<file path="src/rtl/wide_add_pkg.sv">
// Shared definitions for the byte-serial wide adder: byte width, default
// operand size and the sequencer state encoding.
package wide_add_pkg;

    localparam int BYTE_W     = 8;
    localparam int NBYTES_DEF = 4;

    typedef enum logic [1:0] {
        IDLE = 2'd0,
        RUN  = 2'd1,
        DONE = 2'd2
    } state_t;

endpackage

</file>
<file path="src/rtl/wide_add_seq_if.sv">
// Operand/result handshake bundle for wide_add_seq. The master side offers
// operands and consumes results; the slave side is the sequencer.
interface wide_add_seq_if
    import wide_add_pkg::*;
#(
    parameter int NBYTES = NBYTES_DEF
);
    localparam int W = NBYTES * BYTE_W;

    logic         in_valid;
    logic         in_ready;
    logic [W-1:0] op_a;
    logic [W-1:0] op_b;
    logic         op_sub;
    logic         out_valid;
    logic         out_ready;
    logic [W-1:0] result;
    logic         cout;
    logic         ovf;

    modport master (
        output in_valid, op_a, op_b, op_sub, out_ready,
        input  in_ready, out_valid, result, cout, ovf
    );

    modport slave (
        input  in_valid, op_a, op_b, op_sub, out_ready,
        output in_ready, out_valid, result, cout, ovf
    );

endinterface

</file>
<file path="src/rtl/byte_add8.sv">
// Combinational 8-bit carry-chain slice. Besides the sum and carry-out it
// exposes the carry into bit 7 so the caller can form signed overflow.
module byte_add8
    import wide_add_pkg::*;
(
    input  logic [BYTE_W-1:0] a,
    input  logic [BYTE_W-1:0] b,
    input  logic              cin,
    output logic [BYTE_W-1:0] sum,
    output logic              cout,
    output logic              c7
);

    logic [7:0] low_s;

    // Add the low seven bits separately so the carry into bit 7 is visible,
    // then finish the top bit by hand.
    always_comb begin
        low_s = {1'b0, a[6:0]} + {1'b0, b[6:0]} + {7'd0, cin};
        c7    = low_s[7];
        sum   = {a[7] ^ b[7] ^ low_s[7], low_s[6:0]};
        cout  = (a[7] & b[7]) | (low_s[7] & (a[7] ^ b[7]));
    end

endmodule

</file>
<file path="src/rtl/wide_add_seq.sv">
// Byte-serial wide add/subtract sequencer. A single byte_add8 slice is
// reused LSB-first, one byte per clock; operands and result move over
// valid/ready handshakes carried by wide_add_seq_if.
module wide_add_seq
    import wide_add_pkg::*;
#(
    parameter int NBYTES = NBYTES_DEF,
    parameter int IDXW   = $clog2(NBYTES)
)(
    input  logic           clk,
    input  logic           rst_n,
    wide_add_seq_if.slave  bus
);

    localparam logic [IDXW-1:0] IDX_ZERO = IDXW'(0);
    localparam logic [IDXW-1:0] IDX_ONE  = IDXW'(1);
    localparam logic [IDXW-1:0] IDX_LAST = IDXW'(NBYTES - 1);

    state_t                         state_r;
    state_t                         state_nx_s;
    logic [NBYTES-1:0][BYTE_W-1:0]  a_r;
    logic [NBYTES-1:0][BYTE_W-1:0]  b_r;
    logic [NBYTES-1:0][BYTE_W-1:0]  result_r;
    logic [IDXW-1:0]                idx_r;
    logic                           carry_r;
    logic                           cout_r;
    logic                           ovf_r;
    logic                           in_ready_r;
    logic                           out_valid_r;

    logic                           accept_s;
    logic                           last_s;
    logic [BYTE_W-1:0]              sum_s;
    logic                           slice_cout_s;
    logic                           slice_c7_s;

    byte_add8 u_slice (
        .a    (a_r[idx_r]),
        .b    (b_r[idx_r]),
        .cin  (carry_r),
        .sum  (sum_s),
        .cout (slice_cout_s),
        .c7   (slice_c7_s)
    );

    // Next-state logic: accept in IDLE, walk the bytes in RUN, wait for the
    // consumer in DONE.
    always_comb begin
        state_nx_s = state_r;
        accept_s   = 1'b0;
        last_s     = (idx_r == IDX_LAST);
        case (state_r)
            IDLE: begin
                if (bus.in_valid && in_ready_r) begin
                    accept_s   = 1'b1;
                    state_nx_s = RUN;
                end else begin
                    state_nx_s = IDLE;
                end
            end
            RUN: begin
                if (last_s) begin
                    state_nx_s = DONE;
                end else begin
                    state_nx_s = RUN;
                end
            end
            DONE: begin
                if (bus.out_ready) begin
                    state_nx_s = IDLE;
                end else begin
                    state_nx_s = DONE;
                end
            end
            default: begin
                state_nx_s = IDLE;
            end
        endcase
    end

    // State register.
    always_ff @(posedge clk or negedge rst_n) begin
        if (!rst_n) begin
            state_r <= IDLE;
        end else begin
            state_r <= state_nx_s;
        end
    end

    // Operand capture, per-byte result write-back, flags and registered
    // handshake outputs (derived from the next state so they line up with it).
    always_ff @(posedge clk or negedge rst_n) begin
        if (!rst_n) begin
            a_r         <= '{default: 8'd0};
            b_r         <= '{default: 8'd0};
            result_r    <= '{default: 8'd0};
            idx_r       <= IDX_ZERO;
            carry_r     <= 1'b0;
            cout_r      <= 1'b0;
            ovf_r       <= 1'b0;
            in_ready_r  <= 1'b1;
            out_valid_r <= 1'b0;
        end else begin
            if (accept_s) begin
                a_r     <= bus.op_a;
                // Subtraction is A + ~B + 1: invert B here, inject the +1 as
                // the initial carry.
                b_r     <= bus.op_sub ? ~bus.op_b : bus.op_b;
                carry_r <= bus.op_sub;
                idx_r   <= IDX_ZERO;
            end else if (state_r == RUN) begin
                result_r[idx_r] <= sum_s;
                carry_r         <= slice_cout_s;
                if (last_s) begin
                    idx_r  <= IDX_ZERO;
                    cout_r <= slice_cout_s;
                    ovf_r  <= slice_c7_s ^ slice_cout_s;
                end else begin
                    idx_r  <= idx_r + IDX_ONE;
                end
            end else begin
                idx_r <= idx_r;
            end
            in_ready_r  <= (state_nx_s == IDLE);
            out_valid_r <= (state_nx_s == DONE);
        end
    end

    assign bus.in_ready  = in_ready_r;
    assign bus.out_valid = out_valid_r;
    assign bus.result    = result_r;
    assign bus.cout      = cout_r;
    assign bus.ovf       = ovf_r;

endmodule
</file>
<file path="src/flat_wrapper.sv">
// flat-port wrapper written by rule: the top's interface ports become plain ports
module wide_add_seq_flat import wide_add_pkg::*;
#(
    parameter int NBYTES = NBYTES_DEF,
    parameter int IDXW   = $clog2(NBYTES)
)
  (clk, rst_n, bus_in_valid, bus_op_a, bus_op_b, bus_op_sub, bus_out_ready, bus_in_ready, bus_out_valid, bus_result, bus_cout, bus_ovf);
  wide_add_seq_if #(.NBYTES(NBYTES)) bus_i ();
  input  logic clk;
  input  logic rst_n;
  input wire logic [$bits(bus_i.in_valid)-1:0] bus_in_valid;
  input wire logic [$bits(bus_i.op_a)-1:0] bus_op_a;
  input wire logic [$bits(bus_i.op_b)-1:0] bus_op_b;
  input wire logic [$bits(bus_i.op_sub)-1:0] bus_op_sub;
  input wire logic [$bits(bus_i.out_ready)-1:0] bus_out_ready;
  output wire logic [$bits(bus_i.in_ready)-1:0] bus_in_ready;
  output wire logic [$bits(bus_i.out_valid)-1:0] bus_out_valid;
  output wire logic [$bits(bus_i.result)-1:0] bus_result;
  output wire logic [$bits(bus_i.cout)-1:0] bus_cout;
  output wire logic [$bits(bus_i.ovf)-1:0] bus_ovf;
  assign bus_i.in_valid = bus_in_valid;
  assign bus_i.op_a = bus_op_a;
  assign bus_i.op_b = bus_op_b;
  assign bus_i.op_sub = bus_op_sub;
  assign bus_i.out_ready = bus_out_ready;
  assign bus_in_ready = bus_i.in_ready;
  assign bus_out_valid = bus_i.out_valid;
  assign bus_result = bus_i.result;
  assign bus_cout = bus_i.cout;
  assign bus_ovf = bus_i.ovf;
  wide_add_seq #(.NBYTES(NBYTES), .IDXW(IDXW)) u_core (.clk(clk), .rst_n(rst_n), .bus(bus_i));
endmodule
</file>
<file path="config.mk">
export PLATFORM = sky130hd
export DESIGN_NAME = wide_add_seq_flat
export DESIGN_NICKNAME = d
export VERILOG_FILES = /design/src/rtl/wide_add_pkg.sv /design/src/rtl/wide_add_seq_if.sv /design/src/rtl/byte_add8.sv /design/src/rtl/wide_add_seq.sv /design/src/flat_wrapper.sv
export SDC_FILE = /design/constraint.sdc
export NUM_CORES = 1
export LEC_CHECK = 0
export BUFFER_PORTS_ARGS = -buffer_cell sky130_fd_sc_hd__buf_2
export CORE_ASPECT_RATIO = 1.25
export CORE_MARGIN = 2
export CORE_UTILIZATION = 59
export CTS_CLUSTER_SIZE = 28
export DETAILED_ROUTE_END_ITERATION = 10
export PLACE_DENSITY = 0.82
export SLEW_MARGIN = 20
export SYNTH_ARGS = -nofsm -noshare
export SYNTH_HDL_FRONTEND = slang
export SYNTH_HIERARCHICAL = 1
export SYNTH_SLANG_ARGS = --single-unit
</file>
<file path="constraint.sdc">
create_clock -name clk -period 9.2 [get_ports clk]
set_input_delay 0.92 -clock clk [delete_from_list [all_inputs] [get_ports clk]]
set_output_delay 0.92 -clock clk [all_outputs]
set_load 0.01 [all_outputs]
</file>
==> flow_metrics.tcl <==
set metrics [dict create \
    slew_headroom_pct 43.1 \
    path_cells "mux4_2 > fa_1 > a21oi_1 > nor2b_1 > a31oi_1 > o21ai_0 > fa_1 > mux2_4" \
    end_kind "flop" \
    finalCriticalPeriod_ns 3.56 \
    antennaDiodeCount 0 \
    area_growth_syn_to_layout_pct 14.1 \
    async_flop_share_pct 100 \
    syn_area_per_cell_um2 11.6 \
    dpl_cell_area_mm2 0.00562 \
    crit_slowest_cell "dfrtp_2" \
    clk_path_buf_depth 2 \
    cpMostUsedCell "fa_1" \
    met2_length_um 5200 \
    final-setup-viol-count 0 \
    synth_cell_type_count 35 \
    wl_met3_um 429 \
    ys_seq_area_share_pct 51.8 \
    status "complete, no violations" \
    drtIter0Drc 256 \
    grt_pass1_vias 3510 \
    crit_required_ns 9.46 \
    dieArea_mm2 0.00937 \
    pre_cts_ws_ns 5.35 \
    start_util_pct 61.3 \
    firstDrtPassIters 5 \
    startpoint_type "flop" \
    top_layer "met4" \
    final_cells 634 \
    routed_wl_um 10300 \
    yosysWarningCount 6 \
    drive_above_1_share_pct 32.4 \
    ant_nets 0 \
    synth_fp_nets 521 \
    fin_skew_ns 0.00998 \
    fin_ws_ns 5.64 \
    p_total_mw 2.32 \
    post_cts_resized 0 \
    holdCritPathClass "flop to flop" \
    power_density_mw_per_mm2 400 \
    grt_max_degree 101 \
    grt_usage_pct 23.5 \
    wl_per_cell_um 16.2 \
    final_area_mm2 0.00579 \
    maxCapViolCount 0 \
    nNetsFinal 614 \
    synth_ff_type "dfrtp_1" \
    fill_cells 618 \
    synth_top_area_share_pct 51.2 \
    place_congestion 0.865 \
    synth_largest_area_cell "dfrtp_1" \
    fin_crit_sh_pct 38.7 \
    synth_edf_count 0 \
    synthTopCellsByArea "dfrtp_1 51%, nand2_1 10%, mux2_4 7.1%" \
    coreArea_mm2 0.00829 \
    cts_root_buf "clkbuf_8" \
    syn-cell-area_mm2 0.00508 \
    crit_type "flop to flop" \
    cp.buffers_inverters 0 \
    clock-sinks 105 \
    hpwl_um 7740 \
    cts_tree "done" \
    antenna_found_initial 0 \
    tightest_slew_ns 0.854 \
    grt-ovfl-total 0 \
    maxSlewViolCount 0 \
    die_y_um 108 \
    postCtsSetupRepairBufs 0 \
    p_leak_nw 2.90 \
    cts-htree-levels 3 \
    final_util_pct 69.9 \
    routed_via_density 5.50 \
    numCtsBuffers 9 \
    rsz0062_at_grt "false" \
    hold_violations 0 \
    met1_length_um 4320 \
    worstSkewPairLatency_ns 0.37 \
    portBuffers 104 \
    hold_ws_ns 0.480 \
    cp.arrival_ns 3.82 \
    numPlacedInstances 618 \
    slowest_delay_ns 0.76 \
    rrSetupSlack_ns 5.64 \
    fmax_mhz 281 \
    syn_inst 439 \
    tns_ns 0 \
    holdBufCountCts 0 \
    vdd_ir_drop_max_uv 192 \
    die_w_um 87.0 \
    grt_pass1_wl_um 16800 \
    clk_pin_slew_worst_paths_ns 0.09 \
    rows 37 \
    crit_family "adder cells" \
    boundaryPins 105 \
    drc_errors 0 \
    synth-seq-cells 105 \
    crit_path_max_fanout 21 \
    vias 3486 \
]
[sequential cells by signal, summed over array words and instances, names as in the netlist]
register / count
u_core/carry_r: 1
u_core/bus.cout: 1
u_core/idx_r: 2
u_core/bus.in_ready: 1
u_core/b_r: 32
u_core/bus.result: 32
u_core/bus.ovf: 1
u_core/state_r: 2
u_core/bus.out_valid: 1
u_core/a_r: 32
[synthesized netlist by cell type, types with 2 or more instances]
cell type,count
a21oi_1,4
and3_1,2
buf_2,14
buf_4,2
buf_6,3
clkbuf_1,5
dfrtp_1,104
fa_1,3
ha_1,10
inv_1,7
mux2_2,9
mux2_4,24
mux4_1,3
mux4_2,13
nand2_1,136
nand2_8,3
nand3_1,2
nor2_1,3
nor2b_1,4
nor3_1,2
o21ai_0,36
o31ai_1,2
xnor2_1,36
[cell type report]
class,instances,area (um2),share of cell area (%)
clock inverter,4,30.0,0.518
clock buffer,12,145,2.51
inverter,7,26.3,0.454
tap,97,121,2.10
sequential,105,2630,45.4
timing repair buffer,107,546,9.42
multi-input combinational,302,2290,39.6
[path summary, 6_finish.rpt]
| path | cells past startpoint | startpoint | to |
|---|---|---|---|
| max in group asynchronous | 2 | rst_n | u_core/b_r[19]$_DFFE_PN0P_ |
| hold / removal | 2 | u_core/a_r[27]$_DFFE_PN0P_ | u_core/a_r[27]$_DFFE_PN0P_ |
| setup / recovery | 8 | u_core/idx_r[0]$_DFFE_PN0P_ | u_core/bus.result[15]$_DFFE_PN0P_ |
| min in group asynchronous | 1 | rst_n | u_core/bus.result[12]$_DFFE_PN0P_ |
| hold reg to reg | 2 | u_core/a_r[27]$_DFFE_PN0P_ | u_core/a_r[27]$_DFFE_PN0P_ |
| setup reg to reg | 8 | u_core/idx_r[0]$_DFFE_PN0P_ | u_core/bus.result[15]$_DFFE_PN0P_ |
[worst register-to-register path, cell delays in order (launching register included)]
cell,delay [ns]
dfrtp_2,0.76
mux4_2,0.61
fa_1,0.45
a21oi_1,0.18
nor2b_1,0.09
a31oi_1,0.28
o21ai_0,0.23
fa_1,0.55
mux2_4,0.31
[layout by cell type, fill, tap and decap left out, types with 2 or more instances in the layout]
cell          n
mux2_4       24
and3_1        2
xnor2_1      36
nor2b_1       4
buf_2       103
buf_4         4
clkinvlp_4    4
mux2_2        9
o21ai_0      36
nand2_1     136
ha_1         10
fa_1          3
clkbuf_1      2
o31ai_1       2
clkbuf_8     10
nor2_1        3
inv_1         7
nor3_1        2
a21oi_1       4
nand3_1       2
mux4_2       13
dfrtp_1     103
nand2_8       3
mux4_1        3
[metal layers]
metal,vias up,track usage [%]
li1,1647,-
met1,1703,29.3
met2,116,40.6
met3,20,3.07
met4,0,10.3
met5,-,0
[where the power goes]
part,total [mW],switching [mW],internal (mW)
logic,1.21,0.616,0.590
registers,0.853,0.165,0.688
clock network,0.259,0.153,0.106
total,2.32,0.934,1.38
[logic make-up (layout without fill, tap and decap cells)]
family	after synthesis	in the layout	synth area share, %
and+or+nand+nor	156	156	13.4
DFF	105	105	51.8
muxes	50	50	16.6
AOI/OAI and AO/OA	47	47	5.05
xor gates and xnor gates	36	36	6.21
buffers and inverters	32	130	3.38
adders and majority gates	13	13	3.65
No activity file was read; power rests on OpenSTA's default activity.
